File: config.mk
export PLATFORM = sky130hd
export DESIGN_NAME = systolic_array_ctrl
export DESIGN_NICKNAME = d
export VERILOG_FILES = /design/src/rtl/systolic_array_ctrl_pkg.sv /design/src/rtl/systolic_array_ctrl_skew_buffer.sv /design/src/rtl/systolic_array_ctrl.sv
export SDC_FILE = /design/constraint.sdc
export NUM_CORES = 1
export LEC_CHECK = 0
export CAP_MARGIN = 20
export CELL_PAD_IN_SITES_DETAIL_PLACEMENT = 1
export CELL_PAD_IN_SITES_GLOBAL_PLACEMENT = 2
export CORE_MARGIN = 8
export CORE_UTILIZATION = 33
export CTS_CLUSTER_SIZE = 28
export DETAILED_ROUTE_END_ITERATION = 12
export MAX_ROUTING_LAYER = met4
export PLACE_DENSITY = 0.92
export SETUP_SLACK_MARGIN = 0.4
export SYNTH_ARGS = -nofsm -noshare
export SYNTH_HDL_FRONTEND = slang
export SYNTH_HIERARCHICAL = 1
export SYNTH_SLANG_ARGS = --single-unit
File: constraint.sdc
create_clock -name clk -period 6.4 [get_ports clk]
set_input_delay 1.28 -clock clk [delete_from_list [all_inputs] [get_ports clk]]
set_output_delay 1.28 -clock clk [all_outputs]
set_load 0.03 [all_outputs]
File: src/rtl/systolic_array_ctrl_pkg.sv
// Shared array-geometry macros, FSM state encoding and default parameters for the systolic array sequencer.
// Pure definitions; no logic, no latency, no flow control.
`ifndef SYSTOLIC_ARRAY_DEFINES
`define SYSTOLIC_ARRAY_DEFINES
`define DATASIZE            8
`define ARRAYWIDTH          4
`define ARRAYHEIGHT         4
`define OUTPUT_BUF_DATASIZE 32
`define SA_OUT_LAT          `ARRAYHEIGHT
`define SA_ST_IDLE          2'd0
`define SA_ST_LOAD_W        2'd1
`define SA_ST_STREAM        2'd2
`define SA_ST_DRAIN         2'd3
`endif

package systolic_array_ctrl_pkg;

    localparam int DEF_H  = `ARRAYHEIGHT;
    localparam int DEF_W  = `ARRAYWIDTH;
    localparam int DEF_DW = `DATASIZE;
    localparam int DEF_OW = `OUTPUT_BUF_DATASIZE;

    typedef enum logic [1:0] {
        ST_IDLE   = `SA_ST_IDLE,
        ST_LOAD_W = `SA_ST_LOAD_W,
        ST_STREAM = `SA_ST_STREAM,
        ST_DRAIN  = `SA_ST_DRAIN
    } state_t;

endpackage

File: src/rtl/systolic_array_ctrl_skew_buffer.sv
// Triangular delay line: lane i delayed by i cycles, or by LANES-1-i when REVERSE is set.
// Lanes with zero delay are pure wires; no flow control, cleared by reset.
module skew_buffer #(
    parameter int LANES   = 4,
    parameter int LW      = 8,
    parameter bit REVERSE = 1'b0
) (
    input  logic                  clk,
    input  logic                  rst,
    input  logic [LANES*LW-1:0]   din,
    output logic [LANES*LW-1:0]   dout
);

    for (genvar i = 0; i < LANES; i++) begin : g_lane
        localparam int D = REVERSE ? (LANES - 1 - i) : i;
        if (D == 0) begin : g_wire
            assign dout[i*LW +: LW] = din[i*LW +: LW];
        end else begin : g_dly
            logic [LW-1:0] sr [D];
            always_ff @(posedge clk or negedge rst) begin
                if (!rst) begin
                    for (int k = 0; k < D; k++) sr[k] <= '0;
                end else begin
                    sr[0] <= din[i*LW +: LW];
                    for (int k = 1; k < D; k++) sr[k] <= sr[k-1];
                end
            end
            assign dout[i*LW +: LW] = sr[D-1];
        end
    end

endmodule

File: src/rtl/systolic_array_ctrl.sv
// Sequencer: loads one weight tile, streams M skewed activation vectors, de-skews and writes M results.
// Fixed pipeline latency of H+3+M+OUT_LAT+W cycles from start to done; no backpressure from buffers.
module systolic_array_ctrl
    import systolic_array_ctrl_pkg::*;
#(
    parameter int H       = DEF_H,
    parameter int W       = DEF_W,
    parameter int DW      = DEF_DW,
    parameter int OW      = DEF_OW,
    parameter int AW      = 8,
    parameter int OUT_LAT = H
) (
    input  logic              clk,
    input  logic              rst,
    input  logic              start,
    input  logic [AW-1:0]     cfg_num_vec,
    output logic              busy,
    output logic              done,
    output logic              wbuf_rd_en,
    output logic [AW-1:0]     wbuf_rd_addr,
    input  logic [DW*W-1:0]   wbuf_rd_data,
    output logic              abuf_rd_en,
    output logic [AW-1:0]     abuf_rd_addr,
    input  logic [DW*H-1:0]   abuf_rd_data,
    output logic              write_weight_en,
    output logic [DW*W-1:0]   in_up_weight,
    output logic [DW*H-1:0]   in_left_act,
    input  logic [W*OW-1:0]   out_sum,
    output logic              obuf_wr_en,
    output logic [AW-1:0]     obuf_wr_addr,
    output logic [W*OW-1:0]   obuf_wr_data
);

    localparam int            PL       = OUT_LAT + W;
    localparam logic [AW-1:0] LOAD_END = AW'(H);
    localparam logic [AW-1:0] ONE      = AW'(1);

    state_t          state, state_nxt;
    logic [AW-1:0]   cnt, cnt_nxt;
    logic [AW-1:0]   num_vec;
    logic [AW-1:0]   wr_addr;
    logic            accept;
    logic            drain_go;
    logic [PL:0]     vld_pipe;
    logic [PL+1:0]   end_pipe;
    logic [DW*H-1:0] act_in;
    logic [W*OW-1:0] deskew;

    always_comb begin
        state_nxt = state;
        cnt_nxt   = cnt;
        accept    = 1'b0;
        drain_go  = 1'b0;
        case (state)
            ST_IDLE: begin
                // done is high in the first IDLE cycle; a new job waits one more cycle
                if (start && !done) begin
                    accept    = 1'b1;
                    state_nxt = ST_LOAD_W;
                    cnt_nxt   = '0;
                end
            end
            ST_LOAD_W: begin
                if (cnt == LOAD_END) begin
                    cnt_nxt = '0;
                    if (num_vec == '0) begin
                        state_nxt = ST_DRAIN;
                        drain_go  = 1'b1;
                    end else begin
                        state_nxt = ST_STREAM;
                    end
                end else begin
                    cnt_nxt = cnt + ONE;
                end
            end
            ST_STREAM: begin
                if (cnt == num_vec - ONE) begin
                    state_nxt = ST_DRAIN;
                    drain_go  = 1'b1;
                    cnt_nxt   = '0;
                end else begin
                    cnt_nxt = cnt + ONE;
                end
            end
            ST_DRAIN: begin
                if (end_pipe[PL]) state_nxt = ST_IDLE;
            end
            default: state_nxt = ST_IDLE;
        endcase
    end

    always_ff @(posedge clk or negedge rst) begin
        if (!rst) begin
            state           <= ST_IDLE;
            cnt             <= '0;
            num_vec         <= '0;
            wr_addr         <= '0;
            write_weight_en <= 1'b0;
            vld_pipe        <= '0;
            end_pipe        <= '0;
            obuf_wr_data    <= '0;
        end else begin
            state           <= state_nxt;
            cnt             <= cnt_nxt;
            write_weight_en <= wbuf_rd_en;
            // end_pipe carries a job-end marker through the same depth as the result tags
            vld_pipe        <= {vld_pipe[PL-1:0], abuf_rd_en};
            end_pipe        <= {end_pipe[PL:0], drain_go};
            obuf_wr_data    <= deskew;
            if (accept) num_vec <= cfg_num_vec;
            if (accept)          wr_addr <= '0;
            else if (obuf_wr_en) wr_addr <= wr_addr + ONE;
        end
    end

    assign busy         = (state != ST_IDLE);
    assign done         = end_pipe[PL+1];
    assign wbuf_rd_en   = (state == ST_LOAD_W) && (cnt != LOAD_END);
    assign wbuf_rd_addr = wbuf_rd_en ? cnt : '0;
    assign abuf_rd_en   = (state == ST_STREAM);
    assign abuf_rd_addr = abuf_rd_en ? cnt : '0;
    assign in_up_weight = write_weight_en ? wbuf_rd_data : '0;
    assign act_in       = vld_pipe[0] ? abuf_rd_data : '0;
    assign obuf_wr_en   = vld_pipe[PL];
    assign obuf_wr_addr = obuf_wr_en ? wr_addr : '0;

    skew_buffer #(.LANES(H), .LW(DW), .REVERSE(1'b0)) u_in_skew (
        .clk  (clk),
        .rst  (rst),
        .din  (act_in),
        .dout (in_left_act)
    );

    skew_buffer #(.LANES(W), .LW(OW), .REVERSE(1'b1)) u_out_deskew (
        .clk  (clk),
        .rst  (rst),
        .din  (out_sum),
        .dout (deskew)
    );

endmodule

==> results of run 1 <==
-- worst register-to-register path, stage by stage (launching register included) --
cell,delay (ns)
dfrtp_1,0.47
inv_1,0.09
ha_1,0.27
xor2_1,0.17
a21oi_1,0.14
a41oi_1,0.06
or4_4,0.59
a211oi_2,0.21
or2_1,0.36
o21ai_1,0.15
-- worst max-delay path by stage --
stage,slack [ns],cells past startpoint,to
final,2.36,6,wbuf_rd_addr[1]
after global routing,2.24,6,wbuf_rd_addr[1]
after CTS,2.31,6,wbuf_rd_en
after detailed placement,2.55,3,in_up_weight[30]
after global placement,2.56,3,in_up_weight[16]
after floorplan,3.55,2,in_left_act[0]
-- per-stage QoR --
stage                     util, %  worst slack [ns]  power, mW  hold slack [ns]  instance area [um^2]
after global placement      43.64             2.556      4.403           0.3312                 16830
after floorplan                 -             3.552      3.884           0.3312                 12890
after CTS                   47.61             2.308      7.164           0.3419                 18360
after global routing        47.66             2.236      7.350           0.3431                 18380
final                       47.66             2.361      7.030           0.3288                 18380
after detailed placement    43.64             2.546      4.464           0.3355                 16830
-- cell usage after synthesis (2+ instances only) --
library cell	number	area, um^2
dfrtp_1	414	10360
nand3_1	8	40.04
nor2_1	14	52.55
buf_4	122	915.9
mux2i_1	3	30.03
o21ai_1	5	25.02
nor3b_1	3	22.52
clkbuf_1	10	37.54
o31ai_1	2	15.01
buf_2	2	10.01
o21bai_1	2	15.01
and3_1	4	25.02
ha_1	8	100.1
inv_1	11	41.29
nand2_1	15	56.30
and2_1	86	538.0
xor2_1	9	78.83
nor3_1	7	35.03
clkbuf_8	3	41.29
a21oi_1	8	40.04
mux2_2	6	67.56
nor2b_1	2	12.51
o21ai_0	6	30.03
xnor2_1	8	70.07
-- cell usage in the layout (no fill, tap or decap), drive strengths merged, types with 2 or more instances in the layout --
master / instances
o31ai: 3
ha: 8
clkdlybuf4s50: 423
nor2b: 2
nand2: 16
clkinvlp: 3
nor3: 7
and2: 87
inv: 16
clkinv: 9
dfrtp: 414
bufinv: 5
xor2: 9
nand3: 8
or2: 2
diode: 7
buf: 4
o21bai: 2
mux2i: 3
nor2: 14
clkbuf: 58
and3: 4
mux2: 7
o21ai: 11
nor3b: 3
xnor2: 8
a21oi: 8
-- routing by layer --
metal | GRT usage, % | part of all wire [%] | up-vias
met5 | - | 0 | -
met4 | 6.240 | 3.1 | 0
met3 | 5.320 | 9.2 | 64
met2 | 25.22 | 53 | 256
met1 | 14.61 | 35 | 3557
li1 | - | - | 3034
-- layout make-up --
| cell class | count | area share (%) |
|---|---|---|
| Antenna cell | 7 | 0.09533 |
| Clock buffer | 58 | 6.714 |
| Clock inverter | 22 | 1.621 |
| Inverter | 11 | 0.2247 |
| Multi-Input combinational cell | 220 | 8.055 |
| Sequential cell | 414 | 56.38 |
| Tap cell | 518 | 3.527 |
| Timing Repair Buffer | 427 | 23.38 |
-- state kept, by name (all words and copies together) (netlist names) --
register / cells
cnt: 8
end_pipe: 10
num_vec: 8
obuf_wr_data: 128
state: 2
u_in_skew/dout: 16
u_in_skew/g_lane.g_dly.sr: 32
u_out_deskew/dout: 64
u_out_deskew/g_lane.g_dly.sr: 128
vld_pipe: 9
wr_addr: 8
write_weight_en: 1
-- cell families (layout without fill, tap and decap cells) --
kind of cell | count (synthesis) | count (layout) | synth area share [%]
muxes | 10 | 10 | 0.8447
adders and majority gates | 8 | 8 | 0.7768
AOI/OAI and AO/OA | 35 | 35 | 1.884
buffers and inverters | 148 | 518 | 8.117
DFF | 414 | 414 | 80.40
xor gates and xnor gates | 17 | 17 | 1.156
other | 0 | 7 | 0
and+or+nand+nor | 150 | 150 | 6.826
-- power by group through the flow --
| stage | combinational [mW] | clock, mW | sequential [mW] |
|---|---|---|---|
| global placement | 1.31 | 0 | 3.09 |
| finish | 1.33 | 2.64 | 3.06 |
| floorplan | 0.736 | 0 | 3.15 |
| detailed placement | 1.34 | 0 | 3.12 |
| global route | 1.42 | 2.83 | 3.11 |
| CTS | 1.35 | 2.73 | 3.08 |
==> reports/results.ini, run 1 <==
[critical_path]
r2r-end=cnt[3]$_DFFE_PN0P_
crit_start=cnt[0]$_DFFE_PN0P_
crit_slowest_cell=clkdlybuf4s50_1
reg2reg_from=num_vec[0]$_DFFE_PN0P_
crit_family=simple AND/OR/NAND/NOR gates
cp_cell_sequence=inv_1 > ha_1 > nor4b_1 > nand2_1 > and3_1 > clkdlybuf4s50_1
arrival_ns=2.76
path_class=flip-flop to output port
path_buf_inv=2
startpoint_type=flip-flop
rrSetupSlack_ns=3.75
reg2reg_depth=9
slowest_delay_ns=0.60
cp_max_fo=8
required_ns=5.12
end_kind=output port

[floorplanning]
num_rows=72
coreArea_um2=38560
die-area_um2=45630
ios=425
die_w_um=213.6
initial_core_util_pct=33.42
die_y_um=213.6

[cts]
cts_hold_buffers=0
cts_max_level=2
cts_sinks=414
root_buffer=clkbuf_16
path_clk_slew_ns=0.06
cts_resized=0
cts_tree=done
post-cts-setup-buffers=0
cts_max_path_buffers=3
clock_latency_ns=0.57
cts_made_buffers=44

[place]
dp_cells=1590
globalplace.congestion=0.7967
port_buffers=424
dp.final_hpwl_mm=23.56

[power_and_ir_drop]
comb_power_share_pct=18.9
irDropWorstVdd_mv=0.2653
seqPwrFrac_pct=43.6
p_sw_share_pct=28.19
power.share.clock_pct=37.5
p_switching_mw=1.982
leakage_nw=7.973
cell_internal_pwr_mw=5.048
powerDensity_nw_per_um2=382.6

[final_layout]
seq_area_um2=10360
drive_gt1_share_pct=8.073
layout.nets=1329
fillCellCount=3833
fin_cells=1677
multiInputGateArea_um2=1480
syn_to_final_growth_pct=42.60

[grt]
grt_pass1_vias=8039
antenna_found_initial=7
grt_max_degree=193
grt_pass1_wl_mm=48.28
grt_usage_pct=14.53
grt.overflow.total=0

[sta]
skew_ns=0.01719
report.final.slew_viol_count=0
fmax_ghz=0.2476
hold_violations=0
period_needed_ns=4.039
rsz0062_at_grt=no
setup_tns_ns=0
setup_violations=0
relSlewSlack_pct=28.00
tightest_slew_ns=1.080
period_share_pct=63.12

[synth]
syn_nets=993
synth_flop_cell=dfrtp_1
netlist_area_um2=12890
netlist_instances=782
yosysSeqAreaShare_pct=80.40
synth-seq-cells=414
ys.warnings.count=6
syn_avg_cell_area_um2=16.48
synth_edf_count=0
synthArstFlopShare_pct=100.0
synthDistinctLibCells=48

[route]
drc_errors=0
avgRoutedWirePerCell_um=19.38
vias=6911
viasPerCell=4.121
wirelength_mm=32.50
ant_nets=0
first_iter_violations=236
firstDrtPassIters=4

[status]
outcome=completed

[run]
maxCapViolations=0

[min_path]
hold_end=u_out_deskew/dout[1]$_DFF_PN0_
min_path_cells=0
hp-start=u_out_deskew/g_lane[0].g_dly.sr[33]$_DFF_PN0_
min_path_type=flip-flop to flip-flop

(Power assumes the default switching activity.)
==> run 2, diff against run 1 <==
--- a/config.mk
+++ b/config.mk
@@ -9,11 +9,11 @@
 export CELL_PAD_IN_SITES_DETAIL_PLACEMENT = 1
 export CELL_PAD_IN_SITES_GLOBAL_PLACEMENT = 2
 export CORE_MARGIN = 8
-export CORE_UTILIZATION = 33
+export CORE_UTILIZATION = 31
 export CTS_CLUSTER_SIZE = 28
 export DETAILED_ROUTE_END_ITERATION = 12
 export MAX_ROUTING_LAYER = met4
-export PLACE_DENSITY = 0.92
+export PLACE_DENSITY = 0.87
 export SETUP_SLACK_MARGIN = 0.4
 export SYNTH_ARGS = -nofsm -noshare
 export SYNTH_HDL_FRONTEND = slang
==> constraint.sdc (replaced) <==
create_clock -name clk -period 3.8 [get_ports clk]
set_input_delay 0.76 -clock clk [delete_from_list [all_inputs] [get_ports clk]]
set_output_delay 0.76 -clock clk [all_outputs]
set_load 0.03 [all_outputs]
==> run 2 against run 1 <==
  * Clock skew fell by 0.0012 ns
  * Sequential power rose by 69%
  * Clock power rose by 69%
  * Largest power group unchanged
  * Global-route usage fell by 0.76 points
  * First-iteration DRC count fell by 16%
  * Worst hold slack got worse by 0.067 ns
==> reports/results.ini, run 2 (same netlist as run 1, synthesis figures left out) <==
[sta]
period_needed_ns=3.306
skew_ns=0.01595  ; was 0.01719 ns
period_share_pct=87.01
relSlewSlack_pct=40.97  ; was 28.00%
rsz0062_at_grt=no  ; unchanged
setup_violations=0  ; unchanged
hold_violations=0  ; unchanged
hold_slack_ns=0.2619  ; was 0.3288 ns
fmax_ghz=0.3025
report.final.slew_viol_count=0  ; unchanged
tightest_slew_ns=0.8855  ; was 1.080 ns
setup_tns_ns=0  ; unchanged

[route]
wirelength_mm=32.71  ; was 32.50 mm
vias=6892  ; was 6911
ant_nets=0  ; unchanged
viasPerCell=4.047  ; was 4.121
firstDrtPassIters=4  ; unchanged
avgRoutedWirePerCell_um=19.21  ; was 19.38 um
drc_errors=0  ; unchanged
first_iter_violations=199  ; was 236

[critical_path]
crit_slowest_cell=clkdlybuf4s50_1  ; unchanged
r2r-end=state[1]$_DFFE_PN0P_  ; was cnt[3]$_DFFE_PN0P_
cp_cell_sequence=inv_1 > ha_1 > nor4b_2 > nand2_1 > and3_1 > clkdlybuf4s50_1  ; was inv_1 > ha_1 > nor4b_1 > nand2_1 > and3_1 > clkdlybuf4s50_1
path_buf_inv=2  ; unchanged
startpoint_type=flip-flop  ; unchanged
rrSetupSlack_ns=1.14  ; was 3.75 ns
end_kind=output port  ; unchanged
reg2reg_from=num_vec[0]$_DFFE_PN0P_  ; unchanged
cp_max_fo=8  ; unchanged
arrival_ns=2.55  ; was 2.76 ns
path_class=flip-flop to output port  ; unchanged
reg2reg_depth=9  ; unchanged
crit_family=buffers and inverters  ; was simple AND/OR/NAND/NOR gates
slowest_delay_ns=0.60  ; about the same
required_ns=3.04  ; was 5.12 ns

[place]
dp_cells=1613  ; was 1590
globalplace.congestion=0.7647  ; was 0.7967
port_buffers=424  ; unchanged
dp.final_hpwl_mm=24.25  ; was 23.56 mm

[grt]
grt_util_met1_pct=14.74  ; was 14.61%
grt_pass1_wl_mm=49.00  ; was 48.28 mm
grt_usage_pct=13.76  ; was 14.53%
grt.overflow.total=0  ; unchanged
grt_use_met3_pct=4.758  ; was 5.320%
antenna_found_initial=8  ; was 7
grtUsageMet2_pct=23.08  ; was 25.22%
grt_pass1_vias=8083  ; was 8039
grt_max_degree=101  ; was 193
grt_busiest_layer=met2  ; unchanged

[floorplanning]
die_y_um=219.9  ; was 213.6 um
num_rows=74  ; was 72
ios=425  ; unchanged
die-area_um2=48350  ; was 45630 um^2
coreArea_um2=40920  ; was 38560 um^2
initial_core_util_pct=31.49  ; was 33.42%
die_w_um=219.9  ; was 213.6 um

[cts]
cts_sinks=414  ; unchanged
path_clk_slew_ns=0.06  ; about the same
cts_max_path_buffers=3  ; unchanged
post-cts-setup-buffers=0  ; unchanged
cts_max_level=2  ; unchanged
root_buffer=clkbuf_16  ; unchanged
cts_tree=done  ; unchanged
cts_made_buffers=45  ; was 44
clock_latency_ns=0.56  ; was 0.57 ns

[power_and_ir_drop]
p_sw_share_pct=27.81  ; was 28.19%
p_switching_mw=3.307  ; was 1.982 mW
irDropWorstVdd_mv=0.3684  ; was 0.2653 mV
cell_internal_pwr_mw=8.583  ; was 5.048 mW
powerDensity_nw_per_um2=641.3  ; was 382.6 nW/um^2
comb_power_share_pct=19.0  ; was 18.9%
power.share.clock_pct=37.6  ; was 37.5%
seqPwrFrac_pct=43.4  ; was 43.6%
leakage_nw=8.061  ; was 7.973 nW

[final_layout]
fin_cells=1703  ; was 1677
drive_gt1_share_pct=8.864  ; was 8.073%
mostFrequentLayoutCell=clkdlybuf4s50_1  ; unchanged
mostFrequentLayoutCells=clkdlybuf4s50_1 (422), dfrtp_1 (414), and2_1 (86)  ; was clkdlybuf4s50_1 (423), dfrtp_1 (414), and2_1 (86)
syn_to_final_growth_pct=43.89  ; was 42.60%
layout.nets=1339  ; was 1329

[run]
maxCapViolations=0  ; unchanged

[status]
outcome=completed  ; unchanged

[min_path]
min_path_type=input pin to async pin  ; was flip-flop to flip-flop

[run 2: worst max-delay path by stage]
stage,from,end,depth (start not counted)
after global placement,wbuf_rd_data[10],in_up_weight[10],3
final,cnt[0]$_DFFE_PN0P_,wbuf_rd_addr[1],6
after CTS,cnt[0]$_DFFE_PN0P_,wbuf_rd_addr[1],6
after detailed placement,abuf_rd_data[3],in_left_act[3],3
after floorplan,num_vec[0]$_DFFE_PN0P_,state[1]$_DFFE_PN0P_,9
after global routing,cnt[0]$_DFFE_PN0P_,wbuf_rd_addr[0],6
[run 2: cell type report]
type                    instances  area [um^2]
diodes                          9        22.52
clock buffers                  68         1384
clock inverters                13        181.4
fillers                      4051        22380
inverters                      11        41.29
multi-input cells             220         1486
flip-flops and latches        414        10360
well taps                     532        665.6
repair buffers                436         4400
[run 2: per-layer routing]
layer	routed length (um)	share of wire (%)	vias up
li1	-	-	3056
met1	11980	37	3523
met2	16940	52	245
met3	2743	8.4	68
met4	1045	3.2	0
met5	0	0	-
[run 2: worst reg2reg max path: stages (launching register included)]
cell and delay, ns:
dfrtp_1 0.48, inv_1 0.09, ha_1 0.27, xor2_1 0.19, a21oi_1 0.14, a41oi_1 0.06, or4_4 0.58, a21o_1 0.21
a21boi_2 0.18, mux2_1 0.34
[run 2: power by group through the flow]
stage	clock (mW)	combinational [mW]	sequential (mW)
after global routing	4.81	2.42	5.23
after CTS	4.64	2.29	5.18
after floorplan	0	1.24	5.30
after detailed placement	0	2.29	5.25
final	4.47	2.26	5.16
after global placement	0	2.25	5.22
[run 2: metrics by stage]
stage / total power [mW] / instance area, um^2 / setup WS (ns) / utilization [%]
after floorplan: 6.541 / 12890 / 1.405 / -
after global placement: 7.463 / 16950 / 1.015 / 41.41
after detailed placement: 7.538 / 16950 / 0.9809 / 41.41
after CTS: 12.11 / 18510 / 0.4005 / 45.24
after global routing: 12.47 / 18540 / 0.3838 / 45.30
final: 11.89 / 18540 / 0.4938 / 45.31
[run 2: repair_timing]
| action | in CTS | in global routing |
|---|---|---|
| hold buffers | 0 | 0 |
| setup endpoints to repair | 1 | 3 |
| gates resized for setup | 1 | 1 |
==> run 3, diff against run 2 <==
--- a/config.mk
+++ b/config.mk
@@ -9,11 +9,11 @@
 export CELL_PAD_IN_SITES_DETAIL_PLACEMENT = 1
 export CELL_PAD_IN_SITES_GLOBAL_PLACEMENT = 2
 export CORE_MARGIN = 8
-export CORE_UTILIZATION = 31
+export CORE_UTILIZATION = 28
 export CTS_CLUSTER_SIZE = 28
 export DETAILED_ROUTE_END_ITERATION = 12
 export MAX_ROUTING_LAYER = met4
-export PLACE_DENSITY = 0.87
+export PLACE_DENSITY = 0.84
 export SETUP_SLACK_MARGIN = 0.4
 export SYNTH_ARGS = -nofsm -noshare
 export SYNTH_HDL_FRONTEND = slang
==> constraint.sdc (replaced) <==
create_clock -name clk -period 2.8 [get_ports clk]
set_input_delay 0.56 -clock clk [delete_from_list [all_inputs] [get_ports clk]]
set_output_delay 0.56 -clock clk [all_outputs]
set_load 0.03 [all_outputs]
==> run 3 against run 2 <==
  * Power is 42% higher
  * Cell count is 5.5% higher
  * Register-to-register slack worse by 0.71 ns
  * Sequential cell count stayed put
  * Count of clock-buffer cells in the layout is 10 lower
  * Global-route usage is 0.44 points lower
  * Largest power group unchanged
  * Via count is 2.0% higher
  * First-iteration DRC count is 32% higher
  * Wire length is 6.3% higher
  * Clock skew is 0.0059 ns higher
  * Design area is 2.4% higher
  * Die area is 9.9% higher
==> reports/results.ini, run 3 (same netlist as run 1, synthesis figures left out) <==
[status]
outcome=completed  ; unchanged

[place]
port_buffers=424  ; unchanged
dp_cells=1690  ; was 1613
globalplace.congestion=0.8438  ; was 0.7647
dp.final_hpwl_mm=25.49  ; was 24.25 mm
dpl-instance-area_um2=17100  ; was 16950 um^2

[cts]
cts_max_level=2  ; unchanged
cts_sinks=414  ; unchanged
cts_made_buffers=46  ; was 45
cts_tree=done  ; unchanged
path_clk_slew_ns=0.06  ; about the same
root_buffer=clkbuf_16  ; unchanged
clock_latency_ns=0.57  ; was 0.56 ns
cts_max_path_buffers=3  ; unchanged

[power_and_ir_drop]
irDropWorstVdd_mv=0.5206  ; was 0.3684 mV
power.share.clock_pct=38.9  ; was 37.6%
p_switching_mw=4.721  ; was 3.307 mW
powerDensity_nw_per_um2=890.8  ; was 641.3 nW/um^2
comb_power_share_pct=19.9  ; was 19.0%
seqPwrFrac_pct=41.1  ; was 43.4%
cell_internal_pwr_mw=12.19  ; was 8.583 mW
leakage_nw=8.476  ; was 8.061 nW
p_sw_share_pct=27.91  ; was 27.81%

[floorplanning]
die-area_um2=53140  ; was 48350 um^2
num_rows=78  ; was 74
ios=425  ; unchanged
initial_core_util_pct=28.40  ; was 31.49%
coreArea_um2=45380  ; was 40920 um^2
die_y_um=230.5  ; was 219.9 um
die_w_um=230.5  ; was 219.9 um

[critical_path]
path_class=flip-flop to output port  ; unchanged
slowest_delay_ns=0.39  ; was 0.60 ns
arrival_ns=1.82  ; was 2.55 ns
required_ns=2.24  ; was 3.04 ns
crit_family=simple AND/OR/NAND/NOR gates  ; was buffers and inverters
crit_slowest_cell=dfrtp_1  ; was clkdlybuf4s50_1
path_buf_inv=2  ; unchanged
cp_max_fo=4  ; was 8
cp_cell_sequence=inv_2 > ha_4 > nor4b_4 > nand2_2 > and3_4 > buf_6  ; was inv_1 > ha_1 > nor4b_2 > nand2_1 > and3_1 > clkdlybuf4s50_1
end_kind=output port  ; unchanged
startpoint_type=flip-flop  ; unchanged

[sta]
fmax_ghz=0.4201
hold_violations=0  ; unchanged
rsz0062_at_grt=yes  ; was no
report.final.slew_viol_count=0  ; unchanged
period_needed_ns=2.380
setup_violations=0  ; unchanged
tightest_slew_ns=0.6747  ; was 0.8855 ns
relSlewSlack_pct=55.02  ; was 40.97%
period_share_pct=85.02
skew_ns=0.02188  ; was 0.01595 ns
setup_tns_ns=0  ; unchanged

[route]
vias=7033  ; was 6892
drc_errors=0  ; unchanged
wirelength_mm=34.76  ; was 32.71 mm
first_iter_violations=262  ; was 199
viasPerCell=3.914  ; was 4.047
firstDrtPassIters=4  ; unchanged
avgRoutedWirePerCell_um=19.34  ; was 19.21 um
ant_nets=0  ; unchanged

[grt]
grt_usage_pct=13.32  ; was 13.76%
antenna_found_initial=8  ; unchanged
grt.overflow.total=0  ; unchanged
grt_max_degree=81  ; was 101
grt_pass1_vias=8135  ; was 8083
grt_pass1_wl_mm=52.30  ; was 49.00 mm

[run]
maxCapViolations=0  ; unchanged

[final_layout]
fillCellCount=4543  ; was 4051
drive_gt1_share_pct=14.47  ; was 8.864%
fin_cells=1797  ; was 1703
stdcell_area_um2=18990  ; was 18540 um^2
seq_area_um2=10370  ; was 10360 um^2
final_util_pct=41.84  ; was 45.31%
mostFrequentLayoutCells=dfrtp_1 (409), clkdlybuf4s50_1 (354), and2_1 (86)  ; was clkdlybuf4s50_1 (422), dfrtp_1 (414), and2_1 (86)
syn_to_final_growth_pct=47.35  ; was 43.89%
mostFrequentLayoutCell=dfrtp_1  ; was clkdlybuf4s50_1
multiInputGateArea_um2=1575  ; was 1486 um^2
layout.nets=1363  ; was 1339

[min_path]
min_path_type=flip-flop to flip-flop  ; was input pin to async pin

## run 3: cell count changes in the layout (fill, tap and decap cells not counted), moves of 5 or more
cell	delta
buf_4	+21
buf_6	+5
bufinv_16	+6
clkbuf_8	-6
clkdlybuf4s15_2	+7
clkdlybuf4s50_1	-68
dfrtp_1	-5
dlygate4sd2_1	+45
## run 3: final cells by class
type	count	area share, %
Antenna cell	8	0.1054
Clock buffer	58	6.774
Inverter	11	0.2174
Clock inverter	27	2.221
Tap cell	600	3.954
Timing Repair Buffer	459	23.83
Sequential cell	414	54.61
Multi-Input combinational cell	220	8.296
## run 3: worst register-to-register path: cells and delay by family, from the launching register on
family                     cells  cell delay [ns]
muxes                          1             0.33
and+or+nand+nor                1             0.58
buffers and inverters          1             0.08
xor gates and xnor gates       1             0.16
DFF                            1             0.35
AOI/OAI and AO/OA              4             0.57
adders and majority gates      1             0.18
## run 3: routing by layer
metal  vias up  GRT usage [%]  routed length (um)
met2       216          23.12               18730
li1       3111              -                   -
met4         0          4.039                 808
met5         -              -                   0
met1      3652          13.96               12540
met3        54          5.077                2684
## run 3: power by group through the flow
| stage | logic, mW | registers (mW) | clock network (mW) |
|---|---|---|---|
| 6_report | 3.37 | 6.96 | 6.58 |
| 5_1_grt | 3.61 | 7.04 | 7.05 |
| 4_1_cts | 3.31 | 6.97 | 6.83 |
| 3_5_place_dp | 3.23 | 7.07 | 0 |
| 3_3_place_gp | 3.17 | 7.03 | 0 |
| 2_1_floorplan | 1.68 | 7.20 | 0 |
## run 3: path summary, 6_finish.rpt
| check | slack (ns) | endpoint | cells after the start | from |
|---|---|---|---|---|
| worst min register to register | 0.34 | obuf_wr_data[5]$_DFF_PN0_ | 0 | u_out_deskew/dout[5]$_DFF_PN0_ |
| worst min-delay path | 0.34 | obuf_wr_data[5]$_DFF_PN0_ | 0 | u_out_deskew/dout[5]$_DFF_PN0_ |
| worst max register to register | 0.43 | state[1]$_DFFE_PN0P_ | 9 | num_vec[0]$_DFFE_PN0P_ |
| worst max-delay path | 0.42 | wbuf_rd_addr[2] | 6 | cnt[0]$_DFFE_PN0P_ |
| min in group asynchronous | 0.57 | u_out_deskew/g_lane[2].g_dly.sr[24]$_DFF_PN0_ | 2 | rst |
| max in group asynchronous | 1.33 | u_out_deskew/g_lane[2].g_dly.sr[31]$_DFF_PN0_ | 3 | rst |
## run 3: metrics by stage
stage	setup WS, ns	hold WS, ns	power, mW
floorplan	0.4050	0.2644	8.877
global placement	0.3094	0.3316	10.20
detailed placement	0.2656	0.3356	10.30
CTS	0.3107	0.3404	17.11
global route	0.3094	0.3449	17.71
finish	0.4195	0.3414	16.91
## run 3: what timing repair did
action / in CTS / in global routing
buffers inserted: 8 / 5
gates resized for setup: 155 / 13
endpoints found under the hold margin: 13 / 0
setup endpoints to repair: 78 / 24
pin swaps: 4 / 5
hold buffers: 1 / 0
==> edit 1: new RTL, flow settings as in run 3 <==
Set the parameter `AW` to 7 (it was 8).
--- a/src/rtl/systolic_array_ctrl.sv
+++ b/src/rtl/systolic_array_ctrl.sv
@@ -9,3 +9,3 @@
     parameter int OW      = DEF_OW,
-    parameter int AW      = 8,
+    parameter int AW      = 7,
     parameter int OUT_LAT = H
Ports: changed (resized abuf_rd_addr, cfg_num_vec, obuf_wr_addr and wbuf_rd_addr); port bits go from 425 to 421. No check against the original RTL was run, so the function may have changed too.
==> edit 1 against run 3 <==
Final area decreased by 2.9%; power shrank 3.2%; non-clock buffer count is 11 lower; sequential share of layout area rose by 1.2 points; combinational power is 5% lower; count of clock-buffer cells in the layout unchanged; clock skew decreased by 0.0078 ns; worst setup slack got worse by 0.088 ns; via count fell by 4.8%; wire length decreased by 5.3%; area after synthesis fell by 2.3%; first-iteration DRC count down 35%; sequential cell count decreased by 3; critical endpoint is now wbuf_rd_en; largest cell class unchanged; highest routed layer unchanged.
==> edit 1: results (changes against run 3) <==
Place
The cell total after placement was 1637 (-3.1%). The total half-perimeter wirelength after legalization and detailed placement is 24000 um (-6.0%). The worst slack at placement is 0.172 ns (-0.0936 ns). The number of buffer cells added on primary ports came to 420 (-0.94%). The placer congestion estimate was 0.766 (-9.2%). The cell area reported after detailed placement is 0.0168 mm2 (-2.0%).

Synth
The number of warnings issued by yosys was 6 (unchanged). The post-synth net total was 951 (-4.2%). The top flip-flop cell by instance count after synthesis is sky130_fd_sc_hd__dfrtp_1. The adder and majority gate portion of the synthesized area is 0.795% (+0.018 points). The post-synthesis sequential area ratio was 81.7% (+1.3 points). The multiplexer share of the synthesized area is 0.785% (-0.060 points). The commonest cells after synthesis are sky130_fd_sc_hd__dfrtp_1 (411), sky130_fd_sc_hd__buf_4 (122), sky130_fd_sc_hd__and2_1 (81). The synthesized area divided by synthesized cell count is 17.0 um2 (+3.1%).

After synthesis, the cell types taking the most area are sky130_fd_sc_hd__dfrtp_1 (82%), sky130_fd_sc_hd__buf_4 (7.3%), sky130_fd_sc_hd__and2_1 (4.0%). The share of the synthesized area in compound gates (AO/OA/AOI/OAI) came to 1.46% (-0.42 points). The async set or reset register ratio after synthesis is 100% (unchanged).

The share of the synthesized area in the top cell type is 81.7% (+1.3 points). The number of distinct library cells after synthesis is 35 (-27%). The xor and xnor area share after synthesis is 1.31% (+0.16 points).

Routing
The detailed-router iteration count before antenna repair is 4 (unchanged). The total wire length came to 32900 um (-5.3%). The count of routing violations after the opening detailed-route iteration was 169 (-35%). The via count was 6696 (-4.8%).

Setup path
The kind of cell with the highest combined delay along the critical path is simple AND/OR/NAND/NOR gates. For this design, the slowest cell found on the critical path is sky130_fd_sc_hd__dfrtp_1. The delay of the slowest cell on the worst path is 0.39 ns (about the same). The arrival time of data at the critical path endpoint is 1.91 ns (+0.09 ns). The critical-path maximum fanout came to 4 (unchanged).

GRT
The number of global-route vias before repair was 7929 (-2.5%). The global-route wire length before repair is 50300 um (-3.9%). The initial antenna violation count was 7 (-1). The leftover overflow at the end of global routing is 0 (unchanged). The total track usage is 12.9% (-0.41 points). The largest net degree at the start of global routing is 77 (-4.9%).

Clocking
The clock network latency to the later pin of the worst-skew pair is 0.55 ns (-0.02 ns). The H-tree depth is 2 (unchanged). The CTS root buffer is sky130_fd_sc_hd__clkbuf_16. The number of buffers between clock root and the deepest sink is 3 (unchanged). The number of buffers created by CTS is 44 (-4.3%).

Worst hold path
The tightest min-delay check is of the reg2reg type.

Finish
The number of nets in the final layout came to 1312 (-3.7%). The layout cell share with drive strength beyond 1 is 13.1% (-1.3 points). The total area of sequential cells is 0.0103 mm2 (-0.78%). The fill cell instance count of the final layout was 4473 (-1.5%). The post-route non-filler standard cell count is 1736 (-3.4%).

Pwr
The leakage power total is 8.30 nW (-2.0%). The peak supply drop is 0.550 mV (+5.7%).

STA
The worst-case headroom to the max-slew limit is 61.3% (+6.3 points). The largest clock skew in the final design is 0.0141 ns (-0.00780 ns).

Outcome
The flow ran to the end, and the final reports show no timing, DRC or antenna violations.
==> edit 1: worst paths after layout <==
path / start / endpoint / slack (ns) / cells after the start
hold reg to reg: end_pipe[7]$_DFF_PN0_ / end_pipe[8]$_DFF_PN0_ / 0.34 / 0
setup / recovery: cnt[1]$_DFFE_PN0P_ / wbuf_rd_en / 0.33 / 7
setup reg to reg: num_vec[0]$_DFFE_PN0P_ / cnt[3]$_DFFE_PN0P_ / 0.52 / 8
min in group asynchronous: rst / obuf_wr_data[65]$_DFF_PN0_ / 0.56 / 2
hold / removal: end_pipe[7]$_DFF_PN0_ / end_pipe[8]$_DFF_PN0_ / 0.34 / 0
max in group asynchronous: rst / u_out_deskew/g_lane[1].g_dly.sr[63]$_DFF_PN0_ / 1.40 / 3
==> edit 1: power by group <==
part / internal (W) / switching, W / leakage, nW / total (W)
logic: 0.00135 / 0.00186 / 2.59 / 0.00320
clock network: 0.00393 / 0.00238 / 0.776 / 0.00631
registers: 0.00653 / 0.000323 / 4.94 / 0.00686
total: 0.0118 / 0.00456 / 8.30 / 0.0164
==> edit 1: timing repair <==
action | 4_1_cts | 5_1_grt
hold endpoints to repair | 64 | 0
hold buffers | 1 | 0
buffers inserted | 8 | 2
pin swaps | 4 | 4
setup endpoints to repair | 70 | 20
gates resized for setup | 136 | 10
==> edit 1: final cells by class <==
type                    count  share of cell area [%]
clock buffers              58                    6.87
flip-flops and latches    411                    55.8
repair buffers            448                    23.8
clock inverters            22                    1.87
well taps                 592                    4.02
inverters                  11                   0.224
multi-input cells         186                    7.32
diodes                      8                   0.109
==> edit 1: routing by layer <==
layer,track usage [%],part of all wire [%],up-vias
met1,13.5,36,3451
met2,21.6,52,262
met4,4.27,2.0,0
met3,5.83,9.6,43
li1,-,-,2940
met5,-,0,-
==> edit 2: new RTL, config.mk and constraints of run 3 <==
Without the edit above. Reset style: synchronous (`rst`), changed in 2 clocked blocks.
--- a/src/rtl/systolic_array_ctrl_skew_buffer.sv
+++ b/src/rtl/systolic_array_ctrl_skew_buffer.sv
@@ -19,3 +19,3 @@
             logic [LW-1:0] sr [D];
-            always_ff @(posedge clk or negedge rst) begin
+            always_ff @(posedge clk) begin
                 if (!rst) begin
--- a/src/rtl/systolic_array_ctrl.sv
+++ b/src/rtl/systolic_array_ctrl.sv
@@ -91,3 +91,3 @@
 
-    always_ff @(posedge clk or negedge rst) begin
+    always_ff @(posedge clk) begin
         if (!rst) begin
Behaviour: differs if rst is asserted again (counterexample within 4 cycles, from zero or initial values and one cycle with rst low); with rst held inactive, the same outputs for 4 cycles.
==> edit 2 against run 3 <==
Area after synthesis rose by 6.5%; critical path depth is 1 higher; worst setup slack worse by 0.55 ns; sequential cell count unchanged; power fell by 14%; final area grew 1.7%; sequential power shrank 9.9%; the flow now finishes with violations (negative setup slack); wire length is 2.9% higher.
==> edit 2: results (changes against run 3) <==
Outcome
The run finished, with violations left. The final reports fail on negative setup slack.

Finish
The fill cell instance count of the final layout was 5296 (+17%). The number of nets in the final layout is 1755 (+29%). The layout cell share with drive strength beyond 1 came to 12.0% (-2.5 points).

STA
The total setup violations reported at the end of the flow is 3 (+3). The minimum setup slack in the final design is -0.127 ns (-0.546 ns). The final total negative setup slack is -0.337 ns (-0.337 ns). The largest clock skew in the final design is 0.00825 ns (-0.0136 ns). The transition time at the pin with the least slew margin is 0.537 ns (-0.138 ns).

Synth
The post-synthesis sequential area ratio is 60.4% (-20 points). For this run, the leading register cell type out of synthesis is sky130_fd_sc_hd__dfxtp_1. In the post-synthesis netlist, the biggest area contributors are sky130_fd_sc_hd__dfxtp_1 (60%), sky130_fd_sc_hd__and2_1 (20%), sky130_fd_sc_hd__buf_4 (6.6%). The number of distinct library cells after synthesis is 56 (+17%). The async set or reset register ratio after synthesis came to 0% (-100 points). In the synthesized netlist, the cells that appear most often are sky130_fd_sc_hd__and2_1 (444), sky130_fd_sc_hd__dfxtp_1 (414), sky130_fd_sc_hd__buf_4 (120).

Clocking
The number of buffers created by CTS was 45 (-2.2%). The number of buffers between clock root and the deepest sink came to 3 (unchanged). Clock tree synthesis selected as its root buffer the cell sky130_fd_sc_hd__clkbuf_16.

Routing
The via count is 8789 (+25%). The count of routing violations after the opening detailed-route iteration is 189 (-28%). The total wire length came to 35800 um (+2.9%). The detailed-router iteration count before antenna repair was 4 (unchanged).

GRT
The global-route wire length before repair is 54300 um (+3.8%). The largest net degree at the start of global routing is 163 (+100%). The initial antenna violation count is 7 (-1).

The number of global-route vias before repair came to 9462 (+16%). The total track usage is 12.6% (-0.71 points).

Pwr
The leakage power total is 7.94 nW (-6.3%). The peak supply drop came to 0.419 mV (-19%).

Place
The worst slack at placement was 0.279 ns (+0.0135 ns). The placer congestion estimate is 0.844 (about the same).

Worst hold path
The worst hold path cell count was 1 (+1).

Setup path
The cell count of the worst reg-to-reg path came to 11 (+2). The arrival time of data at the critical path endpoint is 2.37 ns (+0.55 ns).
## edit 2: report_power, final
part / total, W / leakage (nW) / internal (W) / switching (W)
clock: 0.00625 / 0.784 / 0.00383 / 0.00242
sequential: 0.00627 / 3.40 / 0.00615 / 0.000112
combinational: 0.00211 / 3.76 / 0.00102 / 0.00109
## edit 2: cell families (layout without fill, tap and decap cells)
family	count (synthesis)	count (layout)	share of synthesized area, %
AND/OR/NAND/NOR	550	550	25.0
flip-flops	414	414	60.4
buffers and inverters	191	548	9.93
AO/OA/AOI/OAI	35	35	2.20
XOR/XNOR	16	16	1.02
multiplexers	10	10	0.729
adder cells (fa/ha/maj)	8	8	0.729
other	0	6	0
## edit 2: path summary, 6_finish.rpt
| check | slack [ns] | startpoint | to |
|---|---|---|---|
| worst min-delay path | 0.43 | u_out_deskew/g_lane[0].g_dly.sr[0][46]$_SDFF_PN0_ | u_out_deskew/g_lane[0].g_dly.sr[0][78]$_SDFF_PN0_ |
| worst max register to register | 0.32 | cnt[0]$_SDFFE_PN0P_ | state[0]$_SDFFE_PN0P_ |
| worst max-delay path | -0.13 | cnt[0]$_SDFFE_PN0P_ | wbuf_rd_addr[0] |
| worst min register to register | 0.43 | u_out_deskew/g_lane[0].g_dly.sr[0][46]$_SDFF_PN0_ | u_out_deskew/g_lane[0].g_dly.sr[0][78]$_SDFF_PN0_ |
## edit 2: worst max-delay path, stage by stage, from the launching register on
cell,delay (ns)
sky130_fd_sc_hd__dfxtp_2,0.32
sky130_fd_sc_hd__inv_2,0.06
sky130_fd_sc_hd__ha_1,0.13
sky130_fd_sc_hd__or4b_4,0.47
sky130_fd_sc_hd__o41a_4,0.38
sky130_fd_sc_hd__buf_8,0.13
sky130_fd_sc_hd__and2_2,0.18
sky130_fd_sc_hd__buf_6,0.13
## edit 2: layout make-up
cell class	instances	share of cell area, %
Multi-Input combinational cell	619	21.5
Sequential cell	414	43.0
Timing Repair Buffer	452	22.9
Inverter	12	0.233
Tap cell	622	4.03
Clock inverter	21	1.30
Clock buffer	63	6.97
Antenna cell	6	0.0778
## edit 2: stage by stage
step / area [um2] / hold WS (ns) / instances
2_1_floorplan: 13700 / 0.406 / 1224
3_3_place_gp: 17600 / 0.413 / 2104
3_5_place_dp: 17600 / 0.420 / 2104
4_1_cts: 19200 / 0.402 / 2195
5_1_grt: 19300 / 0.437 / 2209
6_report: 19300 / 0.427 / 2209
## edit 2: layer usage
metal  GRT usage (%)  share of wire (%)  vias up  wire, um
met5               -                  0        -         0
met4            4.51                2.7        0       977
met3            5.34                9.2       63      3290
met2            22.0                 50      280     17900
met1            12.5                 38     4134     13700
li1                -                  -     4312         -
## edit 2: repair_timing
action	CTS	global route
pin swaps	1	4
endpoints found under the setup margin	74	22
setup buffers	7	8
hold endpoints to repair	0	0
resized for setup	126	29
hold buffers	0	0
